===== src/rtl/instr_fetch_unit_if.sv =====
// Instruction-memory request/response bus between the fetch unit (master) and memory (slave).
interface instr_fetch_unit_if;
  logic        imem_req;
  logic [31:0] imem_addr;
  logic        imem_gnt;
  logic        imem_rvalid;
  logic [31:0] imem_rdata;

  modport master (
    output imem_req,
    output imem_addr,
    input  imem_gnt,
    input  imem_rvalid,
    input  imem_rdata
  );

  modport slave (
    input  imem_req,
    input  imem_addr,
    output imem_gnt,
    output imem_rvalid,
    output imem_rdata
  );
endinterface


===== src/rtl/instr_fetch_unit.sv =====
// Fetch stage: owns the PC, issues one imem request at a time, and feeds the IF/ID output
// register, with a one-entry skid for responses that land while the output is stalled.
module instr_fetch_unit #(
  parameter logic [31:0] RESET_PC     = 32'h0000_0000,
  parameter logic [31:0] BUBBLE_INSTR = 32'h0000_0013
) (
  input  logic                       clk,
  input  logic                       reset,
  input  logic                       stall,
  input  logic                       redirect,
  input  logic [31:0]                redirect_pc,
  instr_fetch_unit_if.master         imem,
  output logic [31:0]                instruction_out,
  output logic [31:0]                pc_current_out,
  output logic [31:0]                pc_next_out,
  output logic                       fetch_valid
);

  typedef enum logic [1:0] {
    S_FETCH,
    S_WAIT,
    S_HOLD,
    S_DISCARD
  } state_t;

  state_t      state;
  logic [31:0] pc;
  logic [31:0] pc_inc;
  logic [31:0] skid_instr;
  logic [31:0] skid_pc;
  logic        consume;

  assign pc_inc  = pc + 32'd4;
  assign consume = fetch_valid && !stall;

  assign imem.imem_req  = (state == S_FETCH) && !reset;
  assign imem.imem_addr = pc;

  always_ff @(posedge clk) begin
    if (reset) begin
      state           <= S_FETCH;
      pc              <= RESET_PC;
      skid_instr      <= '0;
      skid_pc         <= '0;
      fetch_valid     <= 1'b0;
      instruction_out <= BUBBLE_INSTR;
      pc_current_out  <= RESET_PC;
      pc_next_out     <= RESET_PC + 32'd4;
    end else if (redirect) begin
      pc              <= redirect_pc & ~32'd3;
      skid_instr      <= '0;
      skid_pc         <= '0;
      fetch_valid     <= 1'b0;
      instruction_out <= BUBBLE_INSTR;
      // An old-PC request already granted must still have its response swallowed.
      unique case (state)
        S_FETCH:   state <= imem.imem_gnt    ? S_DISCARD : S_FETCH;
        S_WAIT:    state <= imem.imem_rvalid ? S_FETCH   : S_DISCARD;
        S_HOLD:    state <= S_FETCH;
        S_DISCARD: state <= imem.imem_rvalid ? S_FETCH   : S_DISCARD;
        default:   state <= S_FETCH;
      endcase
    end else begin
      // Default: a consumed output empties unless a load below overrides it.
      if (consume) begin
        fetch_valid     <= 1'b0;
        instruction_out <= BUBBLE_INSTR;
      end
      unique case (state)
        S_FETCH: begin
          if (imem.imem_gnt) state <= S_WAIT;
        end
        S_WAIT: begin
          if (imem.imem_rvalid) begin
            pc <= pc_inc;
            if (!fetch_valid || !stall) begin
              instruction_out <= imem.imem_rdata;
              pc_current_out  <= pc;
              pc_next_out     <= pc_inc;
              fetch_valid     <= 1'b1;
              state           <= S_FETCH;
            end else begin
              skid_instr <= imem.imem_rdata;
              skid_pc    <= pc;
              state      <= S_HOLD;
            end
          end
        end
        S_HOLD: begin
          if (!stall) begin
            instruction_out <= skid_instr;
            pc_current_out  <= skid_pc;
            pc_next_out     <= skid_pc + 32'd4;
            fetch_valid     <= 1'b1;
            state           <= S_FETCH;
          end
        end
        S_DISCARD: begin
          if (imem.imem_rvalid) state <= S_FETCH;
        end
        default: state <= S_FETCH;
      endcase
    end
  end

endmodule


===== src/flat_wrapper.sv =====
// flat-port wrapper written by rule: the top's interface ports become plain ports
module instr_fetch_unit_flat 
#(
  parameter logic [31:0] RESET_PC     = 32'h0000_0000,
  parameter logic [31:0] BUBBLE_INSTR = 32'h0000_0013
)
  (clk, reset, stall, redirect, redirect_pc, instruction_out, pc_current_out, pc_next_out, fetch_valid, imem_imem_req, imem_imem_addr, imem_imem_gnt, imem_imem_rvalid, imem_imem_rdata);
  instr_fetch_unit_if imem_i ();
  input  logic clk;
  input  logic reset;
  input  logic stall;
  input  logic redirect;
  input  logic [31:0] redirect_pc;
  output logic [31:0] instruction_out;
  output logic [31:0] pc_current_out;
  output logic [31:0] pc_next_out;
  output logic fetch_valid;
  output wire logic [$bits(imem_i.imem_req)-1:0] imem_imem_req;
  output wire logic [$bits(imem_i.imem_addr)-1:0] imem_imem_addr;
  input wire logic [$bits(imem_i.imem_gnt)-1:0] imem_imem_gnt;
  input wire logic [$bits(imem_i.imem_rvalid)-1:0] imem_imem_rvalid;
  input wire logic [$bits(imem_i.imem_rdata)-1:0] imem_imem_rdata;
  assign imem_imem_req = imem_i.imem_req;
  assign imem_imem_addr = imem_i.imem_addr;
  assign imem_i.imem_gnt = imem_imem_gnt;
  assign imem_i.imem_rvalid = imem_imem_rvalid;
  assign imem_i.imem_rdata = imem_imem_rdata;
  instr_fetch_unit #(.RESET_PC(RESET_PC), .BUBBLE_INSTR(BUBBLE_INSTR)) u_core (.clk(clk), .reset(reset), .stall(stall), .redirect(redirect), .redirect_pc(redirect_pc), .imem(imem_i), .instruction_out(instruction_out), .pc_current_out(pc_current_out), .pc_next_out(pc_next_out), .fetch_valid(fetch_valid));
endmodule

===== config.mk =====
export PLATFORM = sky130hd
export DESIGN_NAME = instr_fetch_unit_flat
export DESIGN_NICKNAME = d
export VERILOG_FILES = /design/src/rtl/instr_fetch_unit_if.sv /design/src/rtl/instr_fetch_unit.sv /design/src/flat_wrapper.sv
export SDC_FILE = /design/constraint.sdc
export NUM_CORES = 1
export LEC_CHECK = 0
export CAP_MARGIN = 20
export CORE_ASPECT_RATIO = 0.9
export CORE_MARGIN = 2
export CORE_UTILIZATION = 50
export DETAILED_ROUTE_END_ITERATION = 16
export DONT_BUFFER_PORTS = 1
export GPL_TIMING_DRIVEN = 1
export PLACE_DENSITY = 0.66
export SYNTH_ARGS = -nofsm -noshare
export SYNTH_HDL_FRONTEND = slang
export SYNTH_SLANG_ARGS = --single-unit

===== constraint.sdc =====
create_clock -name clk -period 2.4 [get_ports clk]
set_input_delay 0.48 -clock clk [delete_from_list [all_inputs] [get_ports clk]]
set_output_delay 0.48 -clock clk [all_outputs]
set_load 0.1 [all_outputs]

### After elaboration in Yosys (flattened, before gate mapping)

Cells that the tools add are included.

* register bits after elaboration: 195
* latch bits: 0
* RAM bits: 0
* bits in read-only memories: 0
* input port bits: 70
* output and inout bits: 130
* word-level logic and storage cells: 71
* memories: 0

* add/subtract/negate cells: 2
* multipliers: 0
* divide/modulo/power cells: 0
* magnitude comparators: 0
* equality and inequality tests: 10
* shift-type cells: 0
* multiplexer cells: 31
* bitwise logic cells: 2
* reductions and logical operators: 17

Operators with widths (number)
* $mux 32: 13
* $pmux 32 s2: 3
* $add 32x3->32 const B: 2
* $mux 2: 8
* $ne 3x3->1 const B: 4
* $pmux 2 s4: 1
* $pmux 2 s3: 1
* $reduce_bool 2->1: 3
* $reduce_and 5->1: 1
* $eq 2x2->1 const B: 2
* $mux 1: 4
* $ne 2x2->1 const B: 2
* $reduce_and 2->1: 2
* $reduce_and 4->1: 1
* $reduce_or 2->1: 2
* $logic_not 1->1: 3
* $reduce_and 3->1: 1
* $eq 2x1->1 const B: 1
* $logic_and 1x1->1: 2
* $logic_not 2->1: 1
* $ne 2x1->1 const B: 1
* $not 1->1: 2
* $pmux 1 s2: 1
* $logic_or 1x1->1: 1

### Logic depth before layout (Yosys ltp)

Gate-level depths: netlist of run 1.

* depth in word-level cells: 6
* gate-level depth with buffers: 9
* depth with buffers taken out: 7

### Worst setup path after synthesis of run 1

OpenSTA, ideal clock, no wires.

* kind: flip-flop to flip-flop
* start: register u_core.pc[2] (netlist: u_core.imem.imem_addr[2])
* end: register u_core.pc[28] (netlist: u_core.imem.imem_addr[28])
* setup time: 122 ps
* arrival time: 2761 ps
* data required time: 2278 ps
* path slack: -483 ps
* stages on the path, launching flop included: 8
* buffers on the path: 1
* period minus slack after synthesis: 2883 ps
* cells stage by stage: dfxtp_1 > ha_1 > and4_1 > buf_2 > nand3_1 > nor4_1 > a2111oi_0 > a311o_1

* cells in the longest elaborated chain, start to end: 4

Ends and longest elaborated chain
* from (decl): line instr_fetch_unit.sv:27 `logic [31:0] pc;`
* from (signal assigned): line instr_fetch_unit.sv:50 `pc <= redirect_pc & ~32'd3;`
* from (signal assigned): line instr_fetch_unit.sv:75 `pc <= pc_inc;`
* $add 32x3->32: line instr_fetch_unit.sv:33 `assign pc_inc = pc + 32'd4;`
* $mux 32: line instr_fetch_unit.sv:74 `if (imem.imem_rvalid) begin`
* $mux 32: line instr_fetch_unit.sv:69 `unique case (state)`
* $mux 32: line instr_fetch_unit.sv:49 `end else if (redirect) begin`

No other way between the ends. The select of a mux whose other input is x is not followed.
A chain may end at the register's enable or synchronous reset.

### Final worst setup path of run 1

Same ends and word-level chain as after synthesis.

==> flow_summary.json, run 1 <==
{
  "status": "finished clean",
  "p_leak_nw": 4.294,
  "ant_nets": 0,
  "die_h_um": 139.0,
  "tns_ns": 0,
  "finalWirelength_um": 30260,
  "finalCoreUtilization_pct": 59.79,
  "skew_ns": 0.01573,
  "hp-class": "in2reg",
  "grt_pass1_vias": 9035,
  "vias": 9673,
  "synth-seq-area-share_pct": 36.95,
  "fin_crit_ns": 2.171,
  "setup_violations": 0,
  "rsz0062_at_grt": "no",
  "coreArea_sq_mm": 0.01993,
  "relSlewSlack_pct": 61.25,
  "final_common_cell": "nand2_1",
  "synth_cell_types": 64,
  "final_max_slew_viol_count": 0,
  "area_growth_pct": 17.60,
  "grt_pass1_wl_um": 48260,
  "drc": 0,
  "powerDensity_mw_per_mm2": 770.9,
  "hold_slack_ns": 0.1509,
  "synth_edf_count": 0,
  "nets": 1446,
  "syn_area_sq_mm": 0.01013,
  "grt_usage_pct": 27.75,
  "cp_data_required_time_ns": 2.71,
  "critPathMaxFanout": 4,
  "grt.overflow.total": 0,
  "ys_warn_count": 0,
  "cts_tree": "done",
  "multiInputGateArea_sq_mm": 0.005728,
  "port_buffers": 0,
  "clockBufferDepth": 2,
  "pin_count": 200,
  "startpoint_type": "flop",
  "yosys-top-cells-area": "dfxtp_1 (37%), nand2_1 (8.9%), a21oi_1 (6.9%)",
  "fmax_mhz": 460.6,
  "finalHoldViolations": 0,
  "ys_ff_latch": 187,
  "syn_inst": 1306,
  "numCtsBuffers": 17,
  "regArea_sq_mm": 0.003787,
  "numClockSinks": 187,
  "gp_congestion": 0.8717,
  "layout_common_cells": "nand2_1 (239), buf_4 (169), dfxtp_1 (162)",
  "clkTransAtPathRegs_ns": 0.07,
  "synthArstFlopShare_pct": 0,
  "insertion_delay_ns": 0.43,
  "vias_per_cell": 5.909,
  "maxCapViolCount": 0,
  "drt-pass1-iter-count": 5,
  "fp-row-count": 49,
  "drtIter0Drc": 743,
  "dieArea_sq_mm": 0.02142,
  "power_w": 0.009184,
  "h-tree-depth": 4,
  "die_w_um": 154.0,
  "drive_above_1_share_pct": 18.96,
  "diodes": 0,
  "period_share_pct": 90.47,
  "worst_pin_slew_ns": 0.5812,
  "crit_type": "reg2reg",
  "n_fill_cell": 1792,
  "synth_largest_area_cell": "dfxtp_1",
  "irDropWorstVdd_mv": 0.4628,
  "arrival_ns": 2.48,
  "wl_per_cell_um": 18.48,
  "dp.final_hpwl_um": 20010,
  "synth_flop_cell": "dfxtp_1",
  "start_util_pct": 50.84,
  "antenna_found_initial": 0,
  "grt_max_degree": 74,
  "netlist.area_leader.share_pct": 36.95,
  "syn_area_per_cell_sq_um": 7.757,
  "worstSetupEndpointType": "flop",
  "cts-root-buf": "clkbuf_16"
}
-- state kept, by name, summed over array words and instances, names as in the netlist --
name	count
u_core.instruction_out	32
u_core.skid_instr	32
u_core.imem.imem_addr	30
u_core.pc_current_out	30
u_core.pc_next_out	30
u_core.skid_pc	30
u_core.state	2
u_core.fetch_valid	1
-- report_power, final --
group | total (W) | leakage (nW) | switching (W) | internal, W
clock network | 0.00320 | 0.328 | 0.00128 | 0.00192
logic | 0.00260 | 2.44 | 0.00197 | 0.000626
registers | 0.00339 | 1.53 | 0.000126 | 0.00326
-- layer usage --
layer	GRT usage (%)	up-vias	share of wire, %	wire, um
met1	37.32	4537	44	13240
li1	-	4713	-	-
met4	8.362	0	1.8	544
met3	6.438	39	8.3	2526
met2	44.49	384	46	13940
met5	0	-	0	0
-- logic make-up after synthesis --
kind of cell               after synthesis  share of synthesized area [%]
adders and majority gates                7                         0.8645
buffers and inverters                  148                          7.274
muxes                                   71                          7.027
other                                    1                        0.03702
AOI/OAI and AO/OA                      323                          19.46
DFF                                    187                          36.95
xor gates and xnor gates                56                          4.841
and+or+nand+nor                        513                          23.54
-- worst max-delay path, stage by stage, from the launching register on --
cell	delay, ns
dfxtp_2	0.33
ha_1	0.23
and4_1	0.25
nand3_1	0.28
nor4_2	0.44
a2111oi_0	0.19
a311o_1	0.33
-- cell usage after synthesis (all sizes together), types with 8 or more instances --
cell,instances
o21ai,68
dfxtp,187
nand3,28
clkbuf,99
buf,35
nor2,79
mux2i,70
and3,8
o21a,14
xor2,18
a21oi,140
a211oi,45
inv,13
and4,10
xnor2,38
o32ai,11
nor3,79
or3,9
nor4,16
nand4,23
nand2,242
-- final timing paths --
kind / from / end / slack [ns] / cells after the start
max: u_core.imem.imem_addr[2] / u_core.imem.imem_addr[28] / 0.23 / 6
max reg2reg: u_core.imem.imem_addr[2] / u_core.imem.imem_addr[28] / 0.23 / 6
min: reset / u_core.imem.imem_addr[29] / 0.15 / 1
min reg2reg: u_core.skid_instr[28] / u_core.skid_instr[28] / 0.45 / 2
-- repair_timing --
item / CTS / global route
setup endpoints to repair: 19 / 8
resized for setup: 1 / 3
gates cloned: 0 / 0
pin swaps: 0 / 0
buffers inserted: 0 / 2
hold buffers: 0 / 0
-- layout make-up --
class	count	area share, %
inverter	13	0.4096
tap	255	2.678
clock inverter	13	1.754
multi-input combinational	976	48.08
sequential	187	31.79
clock buffer	19	3.802
timing repair buffer	174	11.49
-- metrics by stage --
stage	worst slack, ns	cell area [sq um]	std cells
4_1_cts	0.08706	11890	1635
2_1_floorplan	-0.09358	10190	1311
5_1_grt	0.006065	11910	1637
3_5_place_dp	-0.04810	11220	1603
3_3_place_gp	0.003059	11220	1603
6_report	0.2287	11910	1637
No activity file was read; power rests on OpenSTA's default activity.
==> inputs of run 2 (changes only) <==
--- a/config.mk
+++ b/config.mk
@@ -6,13 +6,16 @@
 export NUM_CORES = 1
 export LEC_CHECK = 0
 export CAP_MARGIN = 20
+export CELL_PAD_IN_SITES_DETAIL_PLACEMENT = 1
+export CELL_PAD_IN_SITES_GLOBAL_PLACEMENT = 1
 export CORE_ASPECT_RATIO = 0.9
 export CORE_MARGIN = 2
-export CORE_UTILIZATION = 50
+export CORE_UTILIZATION = 47
 export DETAILED_ROUTE_END_ITERATION = 16
 export DONT_BUFFER_PORTS = 1
 export GPL_TIMING_DRIVEN = 1
-export PLACE_DENSITY = 0.66
+export PLACE_DENSITY = 0.86
+export RECOVER_POWER = 50
 export SYNTH_ARGS = -nofsm -noshare
 export SYNTH_HDL_FRONTEND = slang
 export SYNTH_SLANG_ARGS = --single-unit
==> run 2 against run 1 <==
Fmax fell by 4.9%. Worst hold slack got worse by 0.061 ns. Global-route usage rose by 3.7 points. Final cell count rose by 2.1%. First-iteration DRC count rose by 2.8%. Die area rose by 6.2%. Sequential power barely moved. Total power fell by 1.9%.
==> flow_summary.json, run 2 (synthesized netlist as in run 1, its figures left out) <==
{
  "worst_slack_ns": 0.1157,
  "start_util_pct": 48.34,
  "r2r_cells": 8,
  "insertion_delay_ns": 0.45,
  "vias": 10320,
  "hp-class": "in2reg",
  "numClockSinks": 187,
  "h-tree-depth": 4,
  "r2r_start": "u_core.state[1]",
  "critical-path-top-delay-family": "buffers and inverters",
  "drive_above_1_share_pct": 18.77,
  "final_max_slew_viol_count": 0,
  "finalHoldViolations": 0,
  "maxCapViolCount": 0,
  "irDropWorstVdd_mv": 0.4658,
  "layout_common_cells": "nand2_1 (239), dfxtp_1 (163), a21oi_1 (140)",
  "drc": 0,
  "period_share_pct": 95.18,
  "gp_congestion": 0.9148,
  "grt_pass1_wl_um": 57100,
  "clkTransAtPathRegs_ns": 0.07,
  "critPathMaxFanout": 32,
  "finalWirelength_um": 36030,
  "worstSetupEndpoint": "u_core.skid_pc[8]",
  "cts_tree": "done",
  "pin_count": 200,
  "max_stage_delay_ns": 0.54,
  "critical_path_buf_inv_count": 3,
  "p_int_w": 0.005497,
  "power.switching_w": 0.003512,
  "worstSetupEndpointType": "flop",
  "cp_num_cells": 8,
  "final_common_cell": "nand2_1",
  "worst_path_max_delay_cell": "clkbuf_1",
  "nets": 1449,
  "fp-row-count": 50,
  "status": "finished clean",
  "die_w_um": 158.8,
  "fin_crit_ns": 2.284,
  "switching_share_pct": 38.98,
  "antenna_found_initial": 0,
  "ant_nets": 0,
  "grt.overflow.total": 0,
  "comb_power_share_pct": 28.9,
  "skew_ns": 0.01333,
  "seq_power_share_pct": 37.7,
  "crit_type": "reg2reg",
  "wl_per_cell_um": 21.56,
  "multiInputGateArea_sq_mm": 0.005736,
  "port_buffers": 0,
  "regArea_sq_mm": 0.003786,
  "powerDensity_mw_per_mm2": 772.7,
  "drtIter0Drc": 764,
  "coreArea_sq_mm": 0.02096,
  "hold_slack_ns": 0.08948,
  "reg_top3": "u_core.instruction_out x32, u_core.skid_instr x32",
  "rrSetupSlack_ns": 0.12,
  "die_h_um": 143.3,
  "p_leak_nw": 4.202,
  "n_fill_cell": 2617,
  "cts-root-buf": "clkbuf_16",
  "dieArea_sq_mm": 0.02275,
  "clock_power_share_pct": 33.4,
  "grt_max_degree": 74,
  "final_cells": 1671,
  "clockBufferDepth": 2,
  "relSlewSlack_pct": 50.14,
  "startpoint": "u_core.state[1]",
  "numCtsBuffers": 17,
  "r2r-end": "u_core.skid_pc[8]",
  "diodes": 0,
  "placed_cells": 1636,
  "grt_pass1_vias": 10610,
  "grt_usage_pct": 31.45,
  "drt-pass1-iter-count": 4,
  "worst_pin_slew_ns": 0.7479,
  "arrival_ns": 2.60,
  "cp_data_required_time_ns": 2.71,
  "dp.final_hpwl_um": 24130,
  "rsz0062_at_grt": "no",
  "vias_per_cell": 6.177,
  "cp_cell_sequence": "inv_1, ha_1, and2_0, clkbuf_1, nand2_2, buf_4, nand2_1, a21oi_1",
  "fmax_mhz": 437.8,
  "area_growth_pct": 15.08,
  "startpoint_type": "flop",
  "setup_violations": 0,
  "dp_slack_ns": -0.09700
}
run 2: how the worst min path moves through the flow:
stage | start | endpoint | slack, ns | depth (start not counted)
floorplan | u_core.skid_instr[0] | u_core.skid_instr[0] | 0.44 | 2
global route | reset | u_core.imem.imem_addr[2] | 0.08 | 1
CTS | reset | u_core.imem.imem_addr[4] | 0.08 | 1
detailed placement | u_core.skid_instr[7] | u_core.skid_instr[7] | 0.45 | 2
finish | reset | u_core.imem.imem_addr[2] | 0.09 | 1
global placement | u_core.skid_instr[5] | u_core.skid_instr[5] | 0.44 | 2
run 2: per-stage QoR:
step                       TNS, ns  power, W  util (%)  area (sq um)
after detailed placement    -1.400  0.006110     54.02         11320
after global placement           0  0.006032     54.02         11320
after CTS                        0  0.009108     56.94         11930
after global routing             0  0.009336     55.63         11660
after floorplan           -0.09358  0.005577         -         10190
final                            0  0.009009     55.63         11660
run 2: power groups by stage:
| stage | clock [W] | sequential, W | combinational [W] |
|---|---|---|---|
| 2_1_floorplan | 0 | 0.00454 | 0.00103 |
| 3_3_place_gp | 0 | 0.00346 | 0.00258 |
| 3_5_place_dp | 0 | 0.00347 | 0.00264 |
| 6_report | 0.00301 | 0.00340 | 0.00260 |
| 4_1_cts | 0.00305 | 0.00340 | 0.00266 |
| 5_1_grt | 0.00317 | 0.00341 | 0.00275 |
run 2: what timing repair did:
item                                    4_1_cts  5_1_grt
setup buffers                                 0        2
endpoints found under the setup margin       43       44
resized for setup                             1        5
hold buffers                                  0        0
pin swaps                                     0        1
gates cloned                                  0        1
run 2: area by class of cell:
cell class / count / area share (%)
inverter: 13 / 0.4185
clock buffer: 19 / 3.799
tap: 286 / 3.069
timing repair buffer: 177 / 9.648
sequential: 187 / 32.47
multi-input combinational: 976 / 49.20
clock inverter: 13 / 1.395
run 2: metal layers:
metal	vias to the layer above	track usage, %	part of all wire [%]
li1	4720	-	-
met1	5158	38.78	42
met2	373	53.39	48
met3	71	7.900	7.7
met4	0	11.78	2.3
met5	-	0	0
